`src/rtl/aibio_dll_pkg.sv`:
```
// Shared types for the AIB I/O DLL lock controller: FSM state and window decision encodings.
package aibio_dll_pkg;

   typedef enum logic [2:0] {
      ST_IDLE   = 3'd0,
      ST_SETTLE = 3'd1,
      ST_ACC    = 3'd2,
      ST_SEARCH = 3'd3,
      ST_TRACK  = 3'd4
   } dll_state_e;

   typedef enum logic [1:0] {
      DCN_BAL = 2'd0,
      DCN_INC = 2'd1,
      DCN_DEC = 2'd2
   } dll_dcn_e;

   // Bits needed to hold values 0..max_val, never less than one.
   function automatic int unsigned cnt_width(input int unsigned max_val);
      int unsigned w;
      w = $clog2(max_val + 1);
      return (w < 1) ? 1 : w;
   endfunction

endpackage

```
`src/rtl/aibio_dll_vote_acc.sv`:
```
// Phase-detector vote accumulator over a 2**WIN_LOG2 cycle window with dead-band decision.
module aibio_dll_vote_acc
   import aibio_dll_pkg::*;
#(
   parameter int unsigned WIN_LOG2 = 4,
   parameter int unsigned THR      = 2
) (
   input  logic     i_clk,
   input  logic     clear,
   input  logic     enable,
   input  logic     up,
   input  logic     dn,
   output logic     win_done_c,
   output dll_dcn_e decision_c
);

   localparam int unsigned ACC_W = WIN_LOG2 + 2;
   localparam logic signed [ACC_W-1:0] THR_POS = ACC_W'(THR);
   localparam logic signed [ACC_W-1:0] THR_NEG = -THR_POS;

   logic [WIN_LOG2-1:0]     win_cnt_q;
   logic signed [ACC_W-1:0] acc_q;
   logic signed [ACC_W-1:0] vote_c;
   logic signed [ACC_W-1:0] net_c;

   // Net includes the current cycle's vote so the decision is ready on the last window cycle.
   always_comb begin
      vote_c = '0;
      if (up && !dn) begin
         vote_c = ACC_W'(1);
      end else if (dn && !up) begin
         vote_c = '1;
      end
      net_c      = acc_q + vote_c;
      win_done_c = enable && (win_cnt_q == '1);
      decision_c = DCN_BAL;
      if (net_c > THR_POS) begin
         decision_c = DCN_INC;
      end else if (net_c < THR_NEG) begin
         decision_c = DCN_DEC;
      end
   end

   always_ff @(posedge i_clk) begin
      if (clear) begin
         win_cnt_q <= '0;
         acc_q     <= '0;
      end else if (enable) begin
         win_cnt_q <= win_cnt_q + WIN_LOG2'(1);
         acc_q     <= net_c;
      end
   end

endmodule

```
`src/rtl/aibio_dll_lock_ctrl.sv`:
```
// DLL lock controller: binary search of the delay code, then +/-1 tracking with lock
// qualification and sticky saturation reporting.
module aibio_dll_lock_ctrl
   import aibio_dll_pkg::*;
#(
   parameter int unsigned CODE_W     = 5,
   parameter int unsigned WIN_LOG2   = 4,
   parameter int unsigned SETTLE_CYC = 8,
   parameter int unsigned THR        = 2,
   parameter int unsigned LOCK_CNT   = 4
) (
   input  logic              i_clk,
   input  logic              i_rst,
   input  logic              i_start,
   input  logic              i_up,
   input  logic              i_dn,
   output logic [CODE_W-1:0] o_dll_capctrl,
   output logic              o_dll_en,
   output logic              o_lock,
   output logic              o_sat_err,
   output logic [2:0]        o_state
);

   localparam int unsigned STEP_W = CODE_W - 1;
   localparam int unsigned SET_W  = cnt_width(SETTLE_CYC);
   localparam int unsigned BAL_W  = cnt_width(LOCK_CNT);

   localparam logic [CODE_W-1:0] CODE_MID  = CODE_W'(1 << (CODE_W - 1));
   localparam logic [CODE_W-1:0] CODE_MAX  = '1;
   localparam logic [STEP_W-1:0] STEP_INIT = STEP_W'(1 << (CODE_W - 2));
   localparam logic [SET_W-1:0]  SET_LAST  = SET_W'(SETTLE_CYC - 1);
   localparam logic [BAL_W-1:0]  BAL_FULL  = BAL_W'(LOCK_CNT);

   dll_state_e        state_q, state_d;
   dll_dcn_e          dcn_q, dcn_d;
   logic [CODE_W-1:0] code_q, code_d;
   logic [STEP_W-1:0] step_q, step_d;
   logic [SET_W-1:0]  settle_q, settle_d;
   logic [BAL_W-1:0]  bal_q, bal_d, bal_inc_c;
   logic              srch_q, srch_d;
   logic              lock_q, lock_d;
   logic              sat_q, sat_d;
   logic              en_q, en_d;

   logic              acc_clear_c;
   logic              acc_en_c;
   logic              win_done_c;
   dll_dcn_e          decision_c;

   logic [CODE_W-1:0] adj_delta_c;
   logic [CODE_W:0]   adj_sum_c;
   logic [CODE_W-1:0] adj_code_c;
   logic              adj_clamp_c;

   assign acc_clear_c = i_rst || !i_start || (state_q != ST_ACC);
   assign acc_en_c    = (state_q == ST_ACC);

   aibio_dll_vote_acc #(
      .WIN_LOG2 (WIN_LOG2),
      .THR      (THR)
   ) u_vote_acc (
      .i_clk      (i_clk),
      .clear      (acc_clear_c),
      .enable     (acc_en_c),
      .up         (i_up),
      .dn         (i_dn),
      .win_done_c (win_done_c),
      .decision_c (decision_c)
   );

   // Clamped code adjustment: search moves by step, tracking moves by one.
   always_comb begin
      adj_delta_c = (state_q == ST_SEARCH) ? CODE_W'(step_q) : CODE_W'(1);
      adj_sum_c   = {1'b0, code_q} + {1'b0, adj_delta_c};
      adj_code_c  = code_q;
      adj_clamp_c = 1'b0;
      case (dcn_q)
         DCN_INC: begin
            if (adj_sum_c > {1'b0, CODE_MAX}) begin
               adj_code_c  = CODE_MAX;
               adj_clamp_c = 1'b1;
            end else begin
               adj_code_c = adj_sum_c[CODE_W-1:0];
            end
         end
         DCN_DEC: begin
            if (adj_delta_c > code_q) begin
               adj_code_c  = '0;
               adj_clamp_c = 1'b1;
            end else begin
               adj_code_c = code_q - adj_delta_c;
            end
         end
         default: begin
            adj_code_c = code_q;
         end
      endcase
   end

   always_ff @(posedge i_clk) begin
      if (i_rst) begin
         state_q <= ST_IDLE;
      end else begin
         state_q <= state_d;
      end
   end

   always_comb begin
      state_d = state_q;
      if (!i_start) begin
         state_d = ST_IDLE;
      end else begin
         case (state_q)
            ST_IDLE:   state_d = ST_SETTLE;
            ST_SETTLE: if (settle_q == SET_LAST) state_d = ST_ACC;
            ST_ACC:    if (win_done_c) state_d = srch_q ? ST_SEARCH : ST_TRACK;
            ST_SEARCH: state_d = ST_SETTLE;
            ST_TRACK:  state_d = (adj_code_c != code_q) ? ST_SETTLE : ST_ACC;
            default:   state_d = ST_IDLE;
         endcase
      end
   end

   // Next values for the registered outputs and datapath.
   always_comb begin
      code_d    = code_q;
      step_d    = step_q;
      srch_d    = srch_q;
      lock_d    = lock_q;
      sat_d     = sat_q;
      bal_d     = bal_q;
      dcn_d     = dcn_q;
      en_d      = (state_d != ST_IDLE);
      settle_d  = ((state_q == ST_SETTLE) && (state_d == ST_SETTLE)) ? settle_q + SET_W'(1) : '0;
      bal_inc_c = (bal_q == BAL_FULL) ? bal_q : bal_q + BAL_W'(1);
      if (!i_start) begin
         lock_d = 1'b0;
         bal_d  = '0;
         step_d = '0;
         srch_d = 1'b0;
      end else begin
         case (state_q)
            ST_IDLE: begin
               code_d = CODE_MID;
               step_d = STEP_INIT;
               srch_d = 1'b1;
               sat_d  = 1'b0;
               lock_d = 1'b0;
               bal_d  = '0;
            end
            ST_ACC: begin
               if (win_done_c) dcn_d = decision_c;
            end
            ST_SEARCH: begin
               code_d = adj_code_c;
               if (adj_clamp_c) sat_d = 1'b1;
               step_d = step_q >> 1;
               if ((step_q >> 1) == '0) srch_d = 1'b0;
            end
            ST_TRACK: begin
               code_d = adj_code_c;
               if (adj_clamp_c) sat_d = 1'b1;
               if (dcn_q == DCN_BAL) begin
                  bal_d  = bal_inc_c;
                  lock_d = (bal_inc_c == BAL_FULL);
               end else begin
                  bal_d  = '0;
                  lock_d = 1'b0;
               end
            end
            default: begin
               code_d = code_q;
            end
         endcase
      end
   end

   always_ff @(posedge i_clk) begin
      if (i_rst) begin
         code_q   <= CODE_MID;
         step_q   <= '0;
         srch_q   <= 1'b0;
         lock_q   <= 1'b0;
         sat_q    <= 1'b0;
         en_q     <= 1'b0;
         bal_q    <= '0;
         settle_q <= '0;
         dcn_q    <= DCN_BAL;
      end else begin
         code_q   <= code_d;
         step_q   <= step_d;
         srch_q   <= srch_d;
         lock_q   <= lock_d;
         sat_q    <= sat_d;
         en_q     <= en_d;
         bal_q    <= bal_d;
         settle_q <= settle_d;
         dcn_q    <= dcn_d;
      end
   end

   assign o_dll_capctrl = code_q;
   assign o_dll_en      = en_q;
   assign o_lock        = lock_q;
   assign o_sat_err     = sat_q;
   assign o_state       = state_q;

endmodule

```
`config.mk`:
```
export PLATFORM = sky130hd
export DESIGN_NAME = aibio_dll_lock_ctrl
export DESIGN_NICKNAME = d
export VERILOG_FILES = /design/src/rtl/aibio_dll_pkg.sv /design/src/rtl/aibio_dll_vote_acc.sv /design/src/rtl/aibio_dll_lock_ctrl.sv
export SDC_FILE = /design/constraint.sdc
export NUM_CORES = 1
export LEC_CHECK = 0
export BUFFER_PORTS_ARGS = -buffer_cell sky130_fd_sc_hd__buf_4
export CAP_MARGIN = 20
export CORE_MARGIN = 3
export CORE_UTILIZATION = 60
export DETAILED_ROUTE_END_ITERATION = 8
export PLACE_DENSITY = 0.79
export SYNTH_ARGS = -nofsm -noshare
export SYNTH_HDL_FRONTEND = slang
export SYNTH_SLANG_ARGS = --single-unit
```
`constraint.sdc`:
```
create_clock -name i_clk -period 5.8 [get_ports i_clk]
set_input_delay 1.74 -clock i_clk [delete_from_list [all_inputs] [get_ports i_clk]]
set_output_delay 1.74 -clock i_clk [all_outputs]
set_load 0.02 [all_outputs]
```
==> metrics <==
Yosys cell types between 50 and 60; Inst Count DP 328; vias 1917; Slew HR between 60% and 70%; grt ovf 0; Worst Path Arrival roughly 3.7 ns; DRT antenna net count 0; Comb power frac under 10%; Worst Setup SP o_state[2]; commonest non-fill, non-tap cell in the layout dfxtp_1; R2R Path Start o_state[2]; GRT Total Usage 22.7%; routability cong. 0.838; status complete, no violations; Total Wirelength 4.74 mm; Setup crit end kind flip-flop; clk_skew 0.00460 ns; #FFs+latches synth 35; area grow syn2layout 8.30%; I/O pin count 16; worst-case clock buffer depth 2; Num CTS Buffers 5; Post-CTS Setup Bufs 0; Fin. Hold Viols 0; post-route minimum period 3.47 ns; initial antenna violation count 0; syn_area_per_cell 8.36 um^2; Final nets 318; vias in the first global route 1831; # diodes 0; HPWL Detailed 3.66 mm; TritonCTS Sinks 35; r2r worst-path depth 11; switching power 0.0955 mW; sequential share of the synthesized area 30.4%; DRC Markers 0; area share of the largest cell type after synthesis 30.4%; Flop pwr share 56.7%; Reg clk slew, reported paths approximately 0.070 ns; Min-Delay Path Class reg2reg; Crit path required time 6.02 ns; Syn Inst Count roughly 280; CTS tree done; Mapped Nets 305; Power per Cell Area 172 nW/um^2; H-tree levels 2; WS Path Type reg2reg; Pins Over Slew Limit 0; Initial Utilization 65.5%; DR vias/cell 5.71; DR iter-0 viols 122; RSZ-0062 raised after global routing no; share of layout cells above drive strength 1 a little under an eighth; Leak 1.08 nW; die area 4630 um^2; clock root cell clkbuf_8; Avg WL per Cell ~14 um; Rows 21; Peak supply drop 0.219 mV; Post-synth EDFFs 0; Worst-Skew Late Latency 0.28 ns; asr flop ratio synth 0%; Setup TNS Final 0 ns; worst reg2reg setup slack 2.33 ns; CP Launch Type flip-flop; final hold slack 0.448 ns; maxcap violations 0; die height 68.0 um; Warnings, synthesis 0; crit-path max FO 15; reg2reg end o_state[1]; Die Wd 68.0 um; clock network fraction of total power 38.3%; leading area contributor after synthesis dfxtp_1; Least-Margin Pin Slew 0.517 ns; drt pass-1 iters 4; Sw Share 22.2%; Synth Flop Type dfxtp_1; Max Clk Rate 288 MHz; Synth Cell Area 2310 um^2; CP Capture Point o_state[1]; ranking of synthesized cells by area dfxtp_1, ha_1, nor2_1; Hold Buf Count CTS 0; fin crit share around three fifths; core area 3520 um^2; most frequent cells in the layout dfxtp_1, nor2_1, nand2_1, inv_1, a21oi_1; first-pass GRT wire length 7.99 mm; final setup vio count 0; Post-CTS Resized 0; Final Non-Filler Cells 336; P_int 0.334 mW; largest net degree at the start of global routing 16; IO Port Bufs 15
[flip-flops by register name, summed over array words and instances (netlist names)]
signal and count:
u_vote_acc.acc_q 6, o_dll_capctrl 5, settle_q 4, step_q 4, u_vote_acc.win_cnt_q 4, bal_q 3
o_state 3, dcn_q 2, o_dll_en 1, o_lock 1, o_sat_err 1, srch_q 1
[routing by layer]
metal / track usage (%) / routed length, um / vias up
met1: 27.2 / 2270 / 905
li1: - / - / 993
met4: 6.70 / 52 / 0
met5: 0 / 0 / -
met3: 3.94 / 80 / 5
met2: 40.9 / 2340 / 14
[worst min-delay path by stage]
stage / slack [ns] / cells after the start / from / end
floorplan: 0.42 / 1 / settle_q[0] / settle_q[0]
detailed placement: 0.44 / 1 / u_vote_acc.win_cnt_q[0] / u_vote_acc.win_cnt_q[0]
global placement: 0.43 / 1 / settle_q[0] / settle_q[0]
global route: 0.46 / 1 / settle_q[0] / settle_q[0]
finish: 0.45 / 1 / u_vote_acc.win_cnt_q[0] / u_vote_acc.win_cnt_q[0]
CTS: 0.45 / 1 / u_vote_acc.win_cnt_q[0] / u_vote_acc.win_cnt_q[0]
[power groups by stage]
stage | clock network (mW) | logic [mW] | registers, mW
finish | 0.165 | 0.0215 | 0.244
detailed placement | 0 | 0.0216 | 0.249
global placement | 0 | 0.0211 | 0.249
floorplan | 0 | 0.0136 | 0.250
CTS | 0.168 | 0.0217 | 0.244
global route | 0.179 | 0.0243 | 0.244
[cell type report]
class | count | area [um^2]
Fill cell | 301 | 1020
Multi-Input combinational cell | 210 | 1460
Clock inverter | 1 | 5.00
Inverter | 22 | 82.6
Tap cell | 46 | 57.6
Clock buffer | 7 | 76.3
Timing Repair Buffer | 15 | 113
Sequential cell | 35 | 701
[cells in the mapped netlist (all sizes together), types with 6 or more instances]
master,count
a21oi,23
and2,6
clkbuf,6
dfxtp,35
ha,21
inv,22
nand2,24
nand2b,7
nor2,34
nor3,9
o21ai,7
xnor2,6
xor2,6
[logic make-up after synthesis]
kind of cell             Yosys count  share of synthesized area (%)
AND/OR/NAND/NOR                  105                           22.8
flip-flops                        35                           30.4
buffers and inverters             31                           6.18
AO/OA/AOI/OAI                     66                           20.8
adder cells (fa/ha/maj)           24                           14.0
multiplexers                       3                           1.36
XOR/XNOR                          12                           4.56
[critical path, stage by stage, from the launching register on]
cell,delay [ns]
dfxtp_1,0.45
nand2b_1,0.26
nor2_1,0.36
nand2_1,0.19
ha_1,0.59
nor2_1,0.11
a41o_1,0.27
a21o_1,0.18
a22oi_1,0.21
o311ai_1,0.17
o41ai_2,0.41
and3_1,0.22
[stage by stage]
stage | power [mW] | setup WS, ns | util [%] | cell area, um^2
floorplan | 0.263 | 2.32 | - | 2310
global placement | 0.270 | 2.14 | 68.7 | 2420
detailed placement | 0.271 | 2.09 | 68.7 | 2420
CTS | 0.434 | 2.38 | 71.0 | 2500
global route | 0.447 | 2.08 | 71.0 | 2500
finish | 0.430 | 2.33 | 71.0 | 2500
Note: power is estimated with default switching activity, not from simulation.
